--- config.mk ---
export PLATFORM = sky130hd
export DESIGN_NAME = alarm_time_setter
export DESIGN_NICKNAME = d
export VERILOG_FILES = /design/src/rtl/alarm_pkg.sv /design/src/rtl/btn_sync_edge.sv /design/src/rtl/alarm_time_setter.sv
export SDC_FILE = /design/constraint.sdc
export NUM_CORES = 1
export LEC_CHECK = 0
export ABC_AREA = 0
export BUFFER_PORTS_ARGS = -buffer_cell sky130_fd_sc_hd__buf_2
export CORE_UTILIZATION = 60
export DETAILED_ROUTE_END_ITERATION = 10
export HOLD_SLACK_MARGIN = 0.15
export MAX_ROUTING_LAYER = met4
export PLACE_DENSITY = 0.85
export SYNTH_ARGS = -nofsm -noshare
export SYNTH_HDL_FRONTEND = slang
export SYNTH_SLANG_ARGS = --single-unit
--- constraint.sdc ---
create_clock -name clk -period 3.32 [get_ports clk]
set_input_delay 0.498 -clock clk [delete_from_list [all_inputs] [get_ports clk]]
set_output_delay 0.498 -clock clk [all_outputs]
set_load 0.01 [all_outputs]
--- src/rtl/alarm_pkg.sv ---
`default_nettype none
// ----------------------------------------------------------------------------
// alarm_pkg: shared time limits, set-FSM encodings and button indices
// Rev 1.0
// ----------------------------------------------------------------------------
package alarm_pkg;

  localparam int HOURS_PER_DAY = 24;
  localparam int MINS_PER_HOUR = 60;

  localparam logic [1:0] IDLE   = 2'd0;
  localparam logic [1:0] HOLD   = 2'd1;
  localparam logic [1:0] REPEAT = 2'd2;

  localparam int BTN_SNOOZE = 0;
  localparam int BTN_CANCEL = 1;
  localparam int BTN_HR     = 2;
  localparam int BTN_MIN    = 3;

endpackage
`default_nettype wire

--- src/rtl/btn_sync_edge.sv ---
`default_nettype none
// ----------------------------------------------------------------------------
// btn_sync_edge: 2-flop synchronizer with synchronized level and rise pulse
// Rev 1.0
// ----------------------------------------------------------------------------
module btn_sync_edge (
  input  logic clk,
  input  logic rst_n,
  input  logic btn_raw,
  output logic level,
  output logic rise
);

  logic r_meta;
  logic r_sync;
  logic r_prev;

  always_ff @(posedge clk or negedge rst_n) begin
    if (!rst_n) begin
      r_meta <= 1'b0;
      r_sync <= 1'b0;
      r_prev <= 1'b0;
    end else begin
      r_meta <= btn_raw;
      r_sync <= r_meta;
      r_prev <= r_sync;
    end
  end

  assign level = r_sync;
  assign rise  = r_sync & ~r_prev;

endmodule
`default_nettype wire

--- src/rtl/alarm_time_setter.sv ---
`default_nettype none
// ----------------------------------------------------------------------------
// alarm_time_setter: alarm hour/minute setting with auto-repeat, plus snooze
// Rev 1.0
// ----------------------------------------------------------------------------
module alarm_time_setter
  import alarm_pkg::*;
#(
  parameter int HOLD_CYCLES   = 500000,
  parameter int REPEAT_CYCLES = 100000,
  parameter int RESET_HR      = 6,
  parameter int RESET_MIN     = 0,
  parameter int SNOOZE_MIN    = 5
) (
  input  logic       clk,
  input  logic       rst_n,
  input  logic [3:0] btn,
  input  logic       sw0,
  input  logic       alarm,
  output logic [5:0] a_hr,
  output logic [5:0] a_min,
  output logic       snooze_active
);

  localparam int CNT_MAX = (HOLD_CYCLES > REPEAT_CYCLES) ? HOLD_CYCLES : REPEAT_CYCLES;
  localparam int CW      = (CNT_MAX > 1) ? $clog2(CNT_MAX) : 1;

  localparam logic [CW-1:0] c_hold_last = CW'(HOLD_CYCLES - 1);
  localparam logic [CW-1:0] c_rep_last  = CW'(REPEAT_CYCLES - 1);
  localparam logic [5:0]    c_last_hr   = 6'(HOURS_PER_DAY - 1);
  localparam logic [5:0]    c_last_min  = 6'(MINS_PER_HOUR - 1);
  localparam logic [6:0]    c_mins      = 7'(MINS_PER_HOUR);
  localparam logic [6:0]    c_snooze    = 7'(SNOOZE_MIN);
  localparam logic [5:0]    c_reset_hr  = 6'(RESET_HR);
  localparam logic [5:0]    c_reset_min = 6'(RESET_MIN);

  logic [3:0] w_level;
  logic [3:0] w_rise;

  generate
    for (genvar gi = 0; gi < 4; gi++) begin : g_btn
      btn_sync_edge u_sync (
        .clk     (clk),
        .rst_n   (rst_n),
        .btn_raw (btn[gi]),
        .level   (w_level[gi]),
        .rise    (w_rise[gi])
      );
    end
  endgenerate

  logic w_unused;
  assign w_unused = ^w_level[BTN_CANCEL:BTN_SNOOZE];

  logic [1:0]    r_state;
  logic [1:0]    w_next_state;
  logic          r_sel_min;
  logic [CW-1:0] r_cnt;
  logic          w_inc;
  logic          w_inc_min;
  logic          w_cnt_clr;
  logic          w_cnt_en;
  logic          w_held;

  assign w_held = r_sel_min ? w_level[BTN_MIN] : w_level[BTN_HR];

  always_ff @(posedge clk or negedge rst_n) begin
    if (!rst_n) r_state <= IDLE;
    else        r_state <= w_next_state;
  end

  always_comb begin
    w_next_state = r_state;
    case (r_state)
      IDLE:    if (w_rise[BTN_HR] || w_rise[BTN_MIN]) w_next_state = HOLD;
      HOLD:    if (!w_held) w_next_state = IDLE;
               else if (r_cnt == c_hold_last) w_next_state = REPEAT;
      REPEAT:  if (!w_held) w_next_state = IDLE;
      default: w_next_state = IDLE;
    endcase
  end

  // Hour wins a same-cycle press; the other button is then ignored until re-pressed.
  always_comb begin
    w_inc     = 1'b0;
    w_inc_min = r_sel_min;
    w_cnt_clr = 1'b0;
    w_cnt_en  = 1'b0;
    case (r_state)
      IDLE: begin
        w_cnt_clr = 1'b1;
        if (w_rise[BTN_HR]) begin
          w_inc     = 1'b1;
          w_inc_min = 1'b0;
        end else if (w_rise[BTN_MIN]) begin
          w_inc     = 1'b1;
          w_inc_min = 1'b1;
        end
      end
      HOLD, REPEAT: begin
        if (!w_held) begin
          w_cnt_clr = 1'b1;
        end else if (r_cnt == ((r_state == HOLD) ? c_hold_last : c_rep_last)) begin
          w_inc     = 1'b1;
          w_cnt_clr = 1'b1;
        end else begin
          w_cnt_en  = 1'b1;
        end
      end
      default: w_cnt_clr = 1'b1;
    endcase
  end

  always_ff @(posedge clk or negedge rst_n) begin
    if (!rst_n) begin
      r_cnt     <= '0;
      r_sel_min <= 1'b0;
    end else begin
      if (w_cnt_clr)     r_cnt <= '0;
      else if (w_cnt_en) r_cnt <= r_cnt + CW'(1);
      if (r_state == IDLE && w_inc) r_sel_min <= w_inc_min;
    end
  end

  logic [5:0] r_base_hr;
  logic [5:0] r_base_min;
  logic [5:0] r_eff_hr;
  logic [5:0] r_eff_min;
  logic       r_snooze;

  logic [5:0] w_new_hr;
  logic [5:0] w_new_min;
  logic [6:0] w_sum_min;
  logic [6:0] w_wrap_min;
  logic       w_carry;
  logic [5:0] w_snz_hr;
  logic [5:0] w_snz_min;
  logic       w_cancel;
  logic       w_snooze_req;

  assign w_new_hr  = (w_inc && !w_inc_min) ?
                     ((r_base_hr == c_last_hr) ? 6'd0 : r_base_hr + 6'd1) : r_base_hr;
  assign w_new_min = (w_inc && w_inc_min) ?
                     ((r_base_min == c_last_min) ? 6'd0 : r_base_min + 6'd1) : r_base_min;

  assign w_sum_min  = {1'b0, r_eff_min} + c_snooze;
  assign w_wrap_min = w_sum_min - c_mins;
  assign w_carry    = (w_sum_min >= c_mins);
  assign w_snz_min  = w_carry ? w_wrap_min[5:0] : w_sum_min[5:0];
  assign w_snz_hr   = !w_carry ? r_eff_hr :
                      ((r_eff_hr == c_last_hr) ? 6'd0 : r_eff_hr + 6'd1);

  assign w_cancel     = w_rise[BTN_CANCEL] | ~sw0;
  assign w_snooze_req = w_rise[BTN_SNOOZE] & alarm & sw0;

  // A set increment already lands effective on the (new) base and clears
  // snooze, so a simultaneous cancel needs no separate handling.
  always_ff @(posedge clk or negedge rst_n) begin
    if (!rst_n) begin
      r_base_hr  <= c_reset_hr;
      r_base_min <= c_reset_min;
      r_eff_hr   <= c_reset_hr;
      r_eff_min  <= c_reset_min;
      r_snooze   <= 1'b0;
    end else if (w_inc) begin
      r_base_hr  <= w_new_hr;
      r_base_min <= w_new_min;
      r_eff_hr   <= w_new_hr;
      r_eff_min  <= w_new_min;
      r_snooze   <= 1'b0;
    end else if (w_cancel) begin
      r_eff_hr   <= r_base_hr;
      r_eff_min  <= r_base_min;
      r_snooze   <= 1'b0;
    end else if (w_snooze_req) begin
      r_eff_hr   <= w_snz_hr;
      r_eff_min  <= w_snz_min;
      r_snooze   <= 1'b1;
    end
  end

  assign a_hr          = r_eff_hr;
  assign a_min         = r_eff_min;
  assign snooze_active = r_snooze;

endmodule
`default_nettype wire

# == Yosys cells after proc, flatten, opt, wreduce, memory -nomap -nowiden ==
# Index checks and enable logic that the tools add are counted.
# totals
register_bits,59
inputBits,8
out_inout_bits,13
word_cells,99
# op_classes
add_sub_neg,6
bitwise_logic,12
n_reduce_logical,12
magnitude_cmp,1
n_mux,38
eq_ne,10
# op_table
operator,count
6-bit 2-to-1 mux,13
19-bit 2-to-1 mux,3
19-bit by 1-bit adder with 19-bit output (second input constant),1
19-bit equality test,1
19-bit equality test (second input constant),1
6-bit by 1-bit adder with 6-bit output (second input constant),3
1-bit 2-to-1 mux,16
6-bit by 5-bit equality test with 1-bit output (second input constant),2
2-bit 2-to-1 mux,4
6-bit by 3-bit adder with 7-bit output (second input constant),1
7-bit by 6-bit >= comparator with 1-bit output (second input constant),1
1-bit bitwise AND,6
6-bit equality test (second input constant),1
2-bit one-hot mux with 3 select lines,1
3-bit nonzero test,2
6-bit subtractor (second input constant),1
1-bit inverter,5
2-bit inequality test (second input constant),2
1-bit logical AND,3
3-bit inequality test (second input constant),1
3-bit AND reduction,1
2-bit by 1-bit equality test with 1-bit output (second input constant),1
2-bit equality test (second input constant),1
2-bit logical NOT,1
other kinds (7),7

# == Longest topological paths before layout ==
# Gate-level depths: netlist of run 1.
# logic_depth
ltp_word,9
depth_mapped,11
mapped_depth_nobuf,10

# == By module ==
# A second synthesis of run 1 with hierarchy kept.
# unflattened
hier_cells,341
area_unflattened_um2,3293.2
# modules_own_cells
mod,area_per_inst_um2,seq_area_each_um2,instances,cells_per_inst
alarm_time_setter,2937.8,1181.1,1,325
btn_sync_edge,88.8,75.1,4,4

# == Least setup slack after synthesis of run 1 ==
# Ideal clock, no wire load.
# synth_timing
kind,register to register
startpoint,"register r_eff_min[0], in the netlist a_min[0]"
endpoint,"register r_eff_min[3], in the netlist a_min[3]"
path_stages_with_launch,12
required_time_ps,3179
path_slack_ps,724
period_less_slack_ps,2596
t_arrival_ps,2455
n_path_buf,1
path_cell_list,dfrtp_1 > ha_1 > clkbuf_1 > xnor2_1 > ha_1 > nand4b_1 > nand2_1 > o2bb2ai_1 > a22oi_1 > mux2_2 > o21ai_0 > a32oi_1
# synth_via
elab_chain_len,6
# synth_rtl
item,line,rtl
from (decl),alarm_time_setter.sv:128,logic [5:0] r_eff_min;
from (signal assigned),alarm_time_setter.sv:163,r_eff_min <= c_reset_min;
from (signal assigned),alarm_time_setter.sv:169,r_eff_min <= w_new_min;
from (signal assigned),alarm_time_setter.sv:173,r_eff_min <= r_base_min;
6-bit by 3-bit adder with 7-bit output *,alarm_time_setter.sv:146,"assign w_sum_min = {1'b0, r_eff_min} + c_snooze;"
6-bit subtractor / 7-bit by 6-bit >= comparator with 1-bit output (equally long branches),"alarm_time_setter.sv:147, alarm_time_setter.sv:148",
6-bit 2-to-1 mux *,alarm_time_setter.sv:149,assign w_snz_min = w_carry ? w_wrap_min[5:0] : w_sum_min[5:0];
6-bit 2-to-1 mux *,alarm_time_setter.sv:175,end else if (w_snooze_req) begin
6-bit 2-to-1 mux *,alarm_time_setter.sv:171,end else if (w_cancel) begin
6-bit 2-to-1 mux *,alarm_time_setter.sv:165,end else if (w_inc) begin
# Mark *: on every way between the ends. The rest lies on a longest branch, timed or not. The select of a mux whose other input is x is not followed.
# A chain may end at the register's enable or synchronous reset.

# == Worst setup path after layout of run 1 ==
# layout_timing
startpoint,register r_state[1]
endpoint,"register r_eff_min[3], in the netlist a_min[3]"
# layout_via
elab_chain_len,9
# layout_rtl
item,line,rtl
from (decl),alarm_time_setter.sv:55,logic [1:0] r_state;
from (signal assigned),alarm_time_setter.sv:69,else r_state <= w_next_state;
2-bit by 1-bit equality test with 1-bit output,"alarm_time_setter.sv:89, alarm_time_setter.sv:103",
19-bit 2-to-1 mux,alarm_time_setter.sv:103,end else if (r_cnt == ((r_state == HOLD) ? c_hold_last : c_rep_last)) begin
19-bit equality test,alarm_time_setter.sv:103,
1-bit 2-to-1 mux,alarm_time_setter.sv:103,
1-bit 2-to-1 mux,alarm_time_setter.sv:101,if (!w_held) begin
1-bit one-hot mux with 2 select lines,alarm_time_setter.sv:89,case (r_state)
1-bit logical AND,alarm_time_setter.sv:143,assign w_new_min = (w_inc && w_inc_min) ?
6-bit 2-to-1 mux,alarm_time_setter.sv:143,
6-bit 2-to-1 mux,alarm_time_setter.sv:165,
# Several ways; a longest one is shown, not always the timed one.

==> reports/qor.csv, run 1 <==
stage,metric,value,unit
power,Power Density,699,mW/mm^2
yosys,"count leader, synth",dfrtp_1,
worst_setup_path,buffers and inverters on the worst path,1,
yosys,synth unique cells,57,
cts,H-tree depth,3,
timing,period utilization,0.856,
flow_run,max-cap violations,0,
timing,RSZ-0062 raised after global routing,no,
global_routing,Total GRT Usage,0.275,
placement,hpwl dp,4.61,mm
placement,GP Congestion,0.866,
cts,Post-CTS Hold Fix Bufs,0,
yosys,ranking of synthesized cells by area,"dfrtp_1, nand2_1, nor2_1",
yosys,synthesized instance count,344,
die,core area,0.00517,sq mm
cts,# clock sinks,59,
final_layout,Antenna Cells,0,
yosys,Mapped Area,0.00324,sq mm
drt,via count,2680,
yosys,Synth Register Bits,59,
timing,Tmin final,2840,ps
drt,DRT Pass-1 Iters,4,
die,Ports,21,
worst_setup_path,CP Capture Type,register,
power,maximum VDD drop,0.000414,V
drt,Post-DRT Antenna Nets,0,
yosys,"Async S/R FF share, synth",1.00,
global_routing,vias in the first global route,2522,
yosys,number of synthesized flops with an enable pin,0,
timing,Slew @ Worst Pin,1100,ps
worst_setup_path,cell breakdown of the critical path,inv_1 -> ha_1 -> or4_4 -> nor4b_4 -> o211a_4 -> or2_1 -> nand2_4 -> or3_1 -> a32oi_1,
global_routing,first-pass GRT wire length,11.2,mm
die,Die H,75.5,um
yosys,post-synth top area share,0.424,
cts,root buffer cell,clkbuf_8,
yosys,Ys Warns,0,
yosys,leading area contributor after synthesis,dfrtp_1,
worst_setup_path,startpoint types,register,
die,die width,75.5,um
final_layout,share of layout cells above drive strength 1,0.148,
timing,clock skew,10.2,ps
cts,number of buffers created by CTS,9,
drt,DR vias/cell,6.06,
cts,PostCTS Resize Cnt,0,
yosys,synth cell count leaders,"dfrtp_1, nand2_1, nor2_1",
cts,clk slew on worst S/H paths,70,ps
worst_setup_path,crit-path leading delay family,simple AND/OR/NAND/NOR gates,
yosys,sequential area share after synthesis,0.457,
global_routing,GRT overflow,0,
global_routing,initial antenna violation count,0,
drt,WL/cell,15.3,um
global_routing,largest net degree at the start of global routing,51,
timing,Fmax,0.352,GHz
worst_setup_path,Critical Path Fanout Max,7,
yosys,total nets after synthesis,363,
yosys,ys flop type,dfrtp_1,
drt,initial drt markers,204,
drt,Post-route DRC,0,
drt,Routed WL,6.74,mm
cts,setup bufs post-CTS,0,
worst_setup_path,slowest CP cell,or4_4,
worst_setup_path,largest stage delay on the critical path,550,ps
power,Leak Pwr,1.54,nW
final_layout,Area growth syn-to-layout,11.0,%
placement,Buffers on Ports,20,
worst_setup_path,kind of critical path,reg2reg,
die,# rows,26,
timing,Fin. Hold Viols,0,
timing,final-report setup violation count,0,
power,total power,0.00252,W
worst_hold_path,worst min path class,in2reg,
cts,CTS tree,yes,
status,status,finished clean,
timing,Final Max Slew Viols,0,
die,Initial Util,0.627,
yosys,Avg Inst Size Synth,9.43,sq um
worst_setup_path,Worst EP arrival,3100,ps
final_layout,nets,386,
timing,setup TNS,0,ps
die,Die ar.,0.00571,sq mm
worst_setup_path,CP required,3580,ps
cts,CTS max path bufs,2,
cts,worst-skew pair later-pin latency,350,ps
timing,worst rel slew slack,0.266,
where the power goes:
| group | switching, W | internal, W |
|---|---|---|
| sequential | 0.000189 | 0.000868 |
| combinational | 0.000458 | 0.000343 |
| clock | 0.000295 | 0.000366 |
| total | 0.000942 | 0.00158 |
logic make-up after synthesis:
| kind of cell | share of synthesized area |
|---|---|
| xor gates and xnor gates | 0.0621 |
| AOI/OAI and AO/OA | 0.153 |
| and+or+nand+nor | 0.222 |
| adders and majority gates | 0.0424 |
| buffers and inverters | 0.0305 |
| muxes | 0.0336 |
| DFF | 0.457 |
layout by cell type, fill, tap and decap left out, drive strengths merged, types with 7 or more instances in the layout:
cell type	count
buf	22
nor2	40
o21ai	22
dfrtp	55
nand3	12
ha	11
xnor2	10
mux2	7
xor2	13
a21oi	13
clkbuf	10
nand2	47
inv	15
worst reg2reg max path, cell delays in order, from the launching register on:
cell     delay [ps]
dfrtp_1         420
inv_1           110
ha_1            220
or4_4           550
nor4b_4         300
o211a_4         230
or2_1           260
nand2_4         100
or3_1           380
a32oi_1         170
flip-flops by register name, indices dropped and copies added (netlist names), 4 cells and up:
register             count
g_btn.u_sync.r_meta      4
g_btn.u_sync.r_prev      4
a_hr                     6
g_btn.u_sync.level       4
r_base_hr                6
a_min                    6
r_cnt                   19
r_base_min               6
final cells by class:
cell class              instances  area, sq um
multi-input cells             261         1660
fillers                       385         1570
flip-flops and latches         59         1480
clock buffers                  10          138
repair buffers                 22          115
well taps                      70         87.6
clock inverters                 6         63.8
inverters                      14         52.6
layer usage:
metal,GRT usage,share of wire,vias to the layer above
li1,-,-,1282
met4,0.148,0.022,0
met3,0.0767,0.046,19
met1,0.310,0.43,1292
met5,-,0,-
met2,0.443,0.50,87
final timing paths:
kind | start | end | slack [ps] | cells after the start
worst min-delay path | btn[3] | g_btn[3].u_sync.r_meta$_DFF_PN0_ | 260 | 1
min in group asynchronous | rst_n | g_btn[0].u_sync.r_prev$_DFF_PN0_ | 360 | 1
worst min register to register | g_btn[1].u_sync.r_meta$_DFF_PN0_ | g_btn[1].u_sync.level$_DFF_PN0_ | 350 | 0
worst max-delay path | r_state[1]$_DFFE_PN0P_ | a_min[3]$_DFFE_PN0P_ | 480 | 9
max in group asynchronous | rst_n | r_cnt[7]$_DFFE_PN0P_ | 2190 | 2
worst max register to register | r_state[1]$_DFFE_PN0P_ | a_min[3]$_DFFE_PN0P_ | 480 | 9
stage by stage:
| stage | instance area [sq um] | util | setup slack (ps) | cells | hold WS, ps |
|---|---|---|---|---|---|
| finish | 3600 | 0.696 | 480 | 442 | 256 |
| floorplan | 3240 | - | 724 | 344 | 202 |
| global placement | 3400 | 0.657 | 644 | 426 | 332 |
| detailed placement | 3400 | 0.657 | 549 | 426 | 335 |
| global route | 3600 | 0.696 | 300 | 442 | 238 |
| CTS | 3600 | 0.696 | 521 | 442 | 239 |
No activity file was read; power rests on OpenSTA's default activity.
==> inputs of run 2 (changes only) <==
--- a/config.mk
+++ b/config.mk
@@ -8,5 +8,7 @@
 export ABC_AREA = 0
 export BUFFER_PORTS_ARGS = -buffer_cell sky130_fd_sc_hd__buf_2
-export CORE_UTILIZATION = 60
+export CELL_PAD_IN_SITES_DETAIL_PLACEMENT = 0
+export CELL_PAD_IN_SITES_GLOBAL_PLACEMENT = 1
+export CORE_UTILIZATION = 47
 export DETAILED_ROUTE_END_ITERATION = 10
 export HOLD_SLACK_MARGIN = 0.15
==> constraint.sdc (replaced) <==
create_clock -name clk -period 3.32 [get_ports clk]
set_input_delay 0.166 -clock clk [delete_from_list [all_inputs] [get_ports clk]]
set_output_delay 0.166 -clock clk [all_outputs]
set_load 0.01 [all_outputs]
==> reports/qor.csv, run 2 (synthesized netlist as in run 1, its figures left out) <==
stage,metric,value,unit,change
global_routing,largest net degree at the start of global routing,33,,was 51
die,Die H,85.1,um,was 75.5 um
global_routing,GRT overflow,0,,unchanged
cts,clk slew on worst S/H paths,70,ps,about the same
cts,root buffer cell,clkbuf_8,,unchanged
power,Psw,0.000930,W,was 0.000942 W
die,die width,85.1,um,was 75.5 um
worst_setup_path,CP required,3580,ps,about the same
die,# rows,29,,was 26
final_layout,nets,391,,was 386
timing,Fin. Hold Viols,0,,unchanged
worst_setup_path,Worst EP arrival,3100,ps,about the same
drt,via count,2599,,was 2680
cts,worst-skew pair later-pin latency,340,ps,was 350 ps
worst_setup_path,Critical Path Fanout Max,7,,unchanged
final_layout,Filler Cell Count,603,,was 385
power,Leak Pwr,1.57,nW,was 1.54 nW
drt,initial drt markers,128,,was 204
global_routing,initial antenna violation count,0,,unchanged
timing,PnR worst setup slack,479,ps,was 480 ps
final_layout,most frequent cells in the layout,"dfrtp_1, nand2_1, nor2_1",,unchanged
final_layout,Biggest register,r_cnt,,unchanged
worst_setup_path,startpoint types,register,,unchanged
global_routing,Total GRT Usage,0.207,,was 0.275
power,internal power,0.00158,W,about the same
die,Initial Util,0.500,,was 0.627
drt,DRT Pass-1 Iters,4,,unchanged
drt,WL/cell,14.6,um,was 15.3 um
cts,setup bufs post-CTS,0,,unchanged
cts,PostCTS Resize Cnt,0,,unchanged
placement,Buffers on Ports,20,,unchanged
power,maximum VDD drop,0.000365,V,was 0.000414 V
worst_setup_path,R2R Setup Slk,480,ps,about the same
drt,DR vias/cell,5.72,,was 6.06
placement,hpwl dp,4.77,mm,was 4.61 mm
timing,Slew @ Worst Pin,793,ps,was 1100 ps
timing,Tmin final,2840,ps,about the same
timing,Final Max Slew Viols,0,,unchanged
final_layout,max reg flops,19,,unchanged
power,Power Density,685,mW/mm^2,was 699 mW/mm^2
die,core area,0.00649,sq mm,was 0.00517 sq mm
drt,Post-DRT Antenna Nets,0,,unchanged
final_layout,share of layout cells above drive strength 1,0.146,,was 0.148
drt,Routed WL,6.63,mm,was 6.74 mm
worst_hold_path,worst min path class,reg2reg,,was in2reg
power,total power,0.00251,W,was 0.00252 W
worst_setup_path,CP Capture Type,register,,unchanged
timing,final-report setup violation count,0,,unchanged
global_routing,vias in the first global route,2414,,was 2522
global_routing,first-pass GRT wire length,11.2,mm,about the same
die,Ports,21,,unchanged
placement,pre-CTS WS,524,ps,was 549 ps
cts,CTS max path bufs,2,,unchanged
worst_setup_path,kind of critical path,reg2reg,,unchanged
status,status,finished clean,,unchanged
flow_run,max-cap violations,0,,unchanged
cts,number of buffers created by CTS,9,,unchanged
cts,# clock sinks,59,,unchanged
timing,RSZ-0062 raised after global routing,no,,unchanged
timing,setup TNS,0,ps,unchanged
power,sequential share of power,0.418,,was 0.420
final_layout,Area growth syn-to-layout,12.9,%,was 11.0%
power,clock power share,0.262,,was 0.263
drt,Post-route DRC,0,,unchanged
final_layout,Antenna Cells,0,,unchanged
placement,GP Congestion,0.828,,was 0.866
power,Logic pwr share,0.319,,was 0.318
power,Sw Share,0.371,,was 0.374
final_layout,"Core Util, Final",0.564,,was 0.696
final_layout,"most common cell after layout, fill and taps aside",dfrtp_1,,unchanged
timing,Fmax,0.352,GHz,about the same
timing,worst rel slew slack,0.470,,was 0.266
die,Die ar.,0.00724,sq mm,was 0.00571 sq mm
cts,H-tree depth,3,,unchanged
cts,CTS tree,yes,,unchanged
timing,period utilization,0.856,,about the same
timing,clock skew,10.4,ps,was 10.2 ps
==> run 2: changes by cell type in the layout (fill, tap and decap cells not counted), sizes merged <==
cell         previous run  this run
dlygate4sd3             0         5
clkinv                  2         4
clkinvlp                2         1
inv                    15        14
==> run 2: worst paths after layout <==
check	start	end	cells after the start
max in group asynchronous	rst_n	a_hr[1]$_DFFE_PN1P_	3
max	r_state[1]$_DFFE_PN0P_	a_hr[5]$_DFFE_PN0P_	9
min reg2reg	g_btn[0].u_sync.r_meta$_DFF_PN0_	g_btn[0].u_sync.level$_DFF_PN0_	0
max reg2reg	r_state[1]$_DFFE_PN0P_	a_hr[5]$_DFFE_PN0P_	9
min	g_btn[0].u_sync.r_meta$_DFF_PN0_	g_btn[0].u_sync.level$_DFF_PN0_	0
min in group asynchronous	rst_n	r_cnt[3]$_DFFE_PN0P_	2
==> run 2: repair_timing <==
| action | in CTS | in global routing |
|---|---|---|
| endpoints found under the hold margin | 29 | 0 |
| setup endpoints to repair | 0 | 0 |
| hold buffers | 5 | 0 |
==> run 2: worst max-delay path, stage by stage (launching register included) <==
cell and delay [ps]:
dfrtp_1 410, inv_1 110, ha_1 220, or4_4 550, nor4b_4 300, o211a_4 230
or2_1 270, nand2_1 180, or3_1 400, o211ai_1 100
==> run 2: cell type report <==
type / count / area (sq um) / share of cell area
multi-input cells: 261 / 1660 / 0.454
flip-flops and latches: 59 / 1480 / 0.405
repair buffers: 27 / 165 / 0.0451
clock buffers: 10 / 138 / 0.0376
well taps: 77 / 96.3 / 0.0263
clock inverters: 6 / 65.1 / 0.0178
inverters: 14 / 52.6 / 0.0143
==> run 2: metal layers <==
metal / vias to the layer above / wire, um / GRT usage
li1: 1280 / - / -
met1: 1256 / 3140 / 0.261
met2: 50 / 3110 / 0.315
met5: - / 0 / -
met3: 13 / 264 / 0.0603
met4: 0 / 109 / 0.0786
==> run 2: power groups by stage <==
stage | Sequential, W | Clock, W | Combinational (W)
floorplan | 0.00102 | 0 | 0.000598
global placement | 0.00105 | 0 | 0.000784
detailed placement | 0.00106 | 0 | 0.000796
CTS | 0.00105 | 0.000673 | 0.000805
global route | 0.00108 | 0.000707 | 0.000909
finish | 0.00105 | 0.000658 | 0.000801
==> run 2: stage by stage <==
stage / cell area (sq um) / instances / hold WS [ps]
5_1_grt: 3660 / 454 / 361
3_5_place_dp: 3410 / 433 / 216
6_report: 3660 / 454 / 347
3_3_place_gp: 3410 / 433 / 213
2_1_floorplan: 3240 / 344 / -130
4_1_cts: 3660 / 454 / 350
==> inputs of run 3 (changes only) <==
Settings changed: CELL_PAD_IN_SITES_DETAIL_PLACEMENT 0 to 1.
==> reports/qor.csv, run 3 (synthesized netlist as in run 1, its figures left out) <==
stage,metric,value,unit,change
status,status,finished clean,,unchanged
timing,final-report setup violation count,0,,unchanged
placement,placed instance area,0.00341,sq mm,unchanged
die,Die H,85.1,um,unchanged
power,maximum VDD drop,0.000310,V,was 0.000365 V
final_layout,Antenna Cells,0,,unchanged
drt,Routed WL,7.97,mm,was 6.63 mm
die,Die ar.,0.00724,sq mm,unchanged
worst_setup_path,Critical Path Fanout Max,7,,unchanged
timing,period utilization,0.873,,was 0.856
final_layout,final standard cell area without fillers,0.00367,sq mm,was 0.00366 sq mm
cts,number of buffers created by CTS,9,,unchanged
drt,via count,2628,,was 2599
cts,worst-skew pair later-pin latency,350,ps,was 340 ps
timing,worst rel slew slack,0.485,,was 0.470
power,Sw Share,0.373,,was 0.371
worst_setup_path,Worst EP arrival,3160,ps,was 3100 ps
placement,pre-CTS WS,430,ps,was 524 ps
power,Logic pwr share,0.318,,was 0.319
drt,Post-route DRC,0,,unchanged
global_routing,first-pass GRT wire length,13.9,mm,was 11.2 mm
die,core area,0.00649,sq mm,unchanged
timing,setup TNS,0,ps,unchanged
cts,CTS tree,yes,,unchanged
final_layout,"Core Util, Final",0.566,,was 0.564
final_layout,share of layout cells above drive strength 1,0.143,,was 0.146
cts,CTS max path bufs,2,,unchanged
worst_setup_path,Critical R2R Launch,r_state[1]$_DFFE_PN0P_,,unchanged
drt,DRT Pass-1 Iters,4,,unchanged
flow_run,max-cap violations,0,,unchanged
final_layout,"most common cell after layout, fill and taps aside",dfrtp_1,,unchanged
final_layout,Biggest register,r_cnt,,unchanged
placement,Buffers on Ports,20,,unchanged
final_layout,Filler Cell Count,777,,was 603
die,Initial Util,0.500,,unchanged
timing,RSZ-0062 raised after global routing,no,,unchanged
worst_setup_path,R2R Setup Slk,420,ps,was 480 ps
die,# rows,29,,unchanged
drt,initial drt markers,66,,was 128
worst_setup_path,CP Capture Type,register,,unchanged
worst_hold_path,worst min path class,reg2reg,,unchanged
final_layout,max reg flops,19,,unchanged
cts,clk slew on worst S/H paths,70,ps,about the same
worst_setup_path,FF-to-FF path depth,9,,unchanged
global_routing,vias in the first global route,2890,,was 2414
timing,clock skew,10.8,ps,was 10.4 ps
power,Leak Pwr,1.57,nW,about the same
global_routing,Total GRT Usage,0.258,,was 0.207
final_layout,Area growth syn-to-layout,13.2,%,was 12.9%
die,die width,85.1,um,unchanged
placement,GP Congestion,0.828,,unchanged
global_routing,largest net degree at the start of global routing,33,,unchanged
timing,Tmin final,2900,ps,was 2840 ps
timing,Fin. Hold Viols,0,,unchanged
worst_setup_path,startpoint types,register,,unchanged
drt,Post-DRT Antenna Nets,0,,unchanged
timing,Slew @ Worst Pin,770,ps,was 793 ps
drt,DR vias/cell,5.79,,was 5.72
placement,hpwl dp,5.85,mm,was 4.77 mm
timing,Final Max Slew Viols,0,,unchanged
power,internal power,0.00162,W,was 0.00158 W
worst_setup_path,CP required,3580,ps,about the same
global_routing,initial antenna violation count,0,,unchanged
power,Psw,0.000964,W,was 0.000930 W
drt,WL/cell,17.5,um,was 14.6 um
timing,PnR worst setup slack,423,ps,was 479 ps
die,Ports,21,,unchanged
cts,# clock sinks,59,,unchanged
worst_hold_path,worst hold endpoint,g_btn[2].u_sync.level$_DFF_PN0_,,was g_btn[0].u_sync.level$_DFF_PN0_
final_layout,nets,391,,unchanged
worst_hold_path,HP Start,g_btn[2].u_sync.r_meta$_DFF_PN0_,,was g_btn[0].u_sync.r_meta$_DFF_PN0_
power,clock power share,0.272,,was 0.262
worst_hold_path,hold depth,0,,unchanged
timing,Fmax,0.345,GHz,was 0.352 GHz
power,Power Density,704,mW/mm^2,was 685 mW/mm^2
worst_setup_path,kind of critical path,reg2reg,,unchanged
cts,H-tree depth,3,,unchanged
power,sequential share of power,0.409,,was 0.418
final_layout,most frequent cells in the layout,"dfrtp_1, nand2_1, nor2_1",,unchanged
cts,root buffer cell,clkbuf_8,,unchanged
worst_setup_path,Reg2Reg Capture Point,a_hr[5]$_DFFE_PN0P_,,unchanged
global_routing,GRT overflow,0,,unchanged
[run 3: cell count changes in the layout (fill, tap and decap cells not counted), sizes merged]
cell,before,now
clkbuf,10,13
clkinv,4,0
clkinvlp,1,2
[run 3: power groups by stage]
stage / Sequential, W / Clock (W) / Combinational, W
floorplan: 0.00102 / 0 / 0.000598
global placement: 0.00105 / 0 / 0.000784
detailed placement: 0.00107 / 0 / 0.000822
CTS: 0.00106 / 0.000721 / 0.000832
global route: 0.00108 / 0.000751 / 0.000931
finish: 0.00106 / 0.000704 / 0.000824
[run 3: through the flow]
stage / total power [W] / instances / hold slack [ps]
5_1_grt: 0.00276 / 454 / 359
3_5_place_dp: 0.00189 / 433 / 219
4_1_cts: 0.00261 / 454 / 351
3_3_place_gp: 0.00184 / 433 / 213
6_report: 0.00259 / 454 / 348
2_1_floorplan: 0.00162 / 344 / -130
[run 3: layout make-up]
type	count	area, sq um	area share
timing repair buffer	27	165	0.0450
inverter	14	52.6	0.0143
clock buffer	13	169	0.0460
multi-input combinational	261	1660	0.453
sequential	59	1480	0.403
tap	77	96.3	0.0262
clock inverter	3	45.0	0.0123
[run 3: worst max path at each step]
stage	startpoint	to	slack [ps]	depth (start not counted)
global placement	a_min[0]$_DFFE_PN0P_	a_min[3]$_DFFE_PN0P_	620	10
detailed placement	r_state[1]$_DFFE_PN0P_	a_hr[5]$_DFFE_PN0P_	430	9
finish	r_state[1]$_DFFE_PN0P_	a_hr[5]$_DFFE_PN0P_	420	9
CTS	r_state[1]$_DFFE_PN0P_	a_hr[5]$_DFFE_PN0P_	420	9
global route	a_min[0]$_DFFE_PN0P_	a_min[3]$_DFFE_PN0P_	240	10
floorplan	a_min[0]$_DFFE_PN0P_	a_min[3]$_DFFE_PN0P_	720	11
[run 3: repair_timing]
item	4_1_cts	5_1_grt
setup buffers	0	0
setup endpoints to repair	0	0
hold buffers	5	0
resized for setup	0	0
endpoints found under the hold margin	29	0
[run 3: metal layers]
metal  global-route usage  up-vias  wire length, um
met1                0.298     1311             3540
met5                    -        -                0
li1                     -     1280                -
met3               0.0623        8              220
met2                0.440       29             4110
met4               0.0878        0              100
[run 3: worst max-delay path, cell delays in order (launching register included)]
cell	delay, ps
dfrtp_1	430
inv_1	110
ha_1	230
or4_4	560
nor4b_4	300
o211a_4	230
or2_1	270
nand2_1	170
or3_1	400
o211ai_1	110
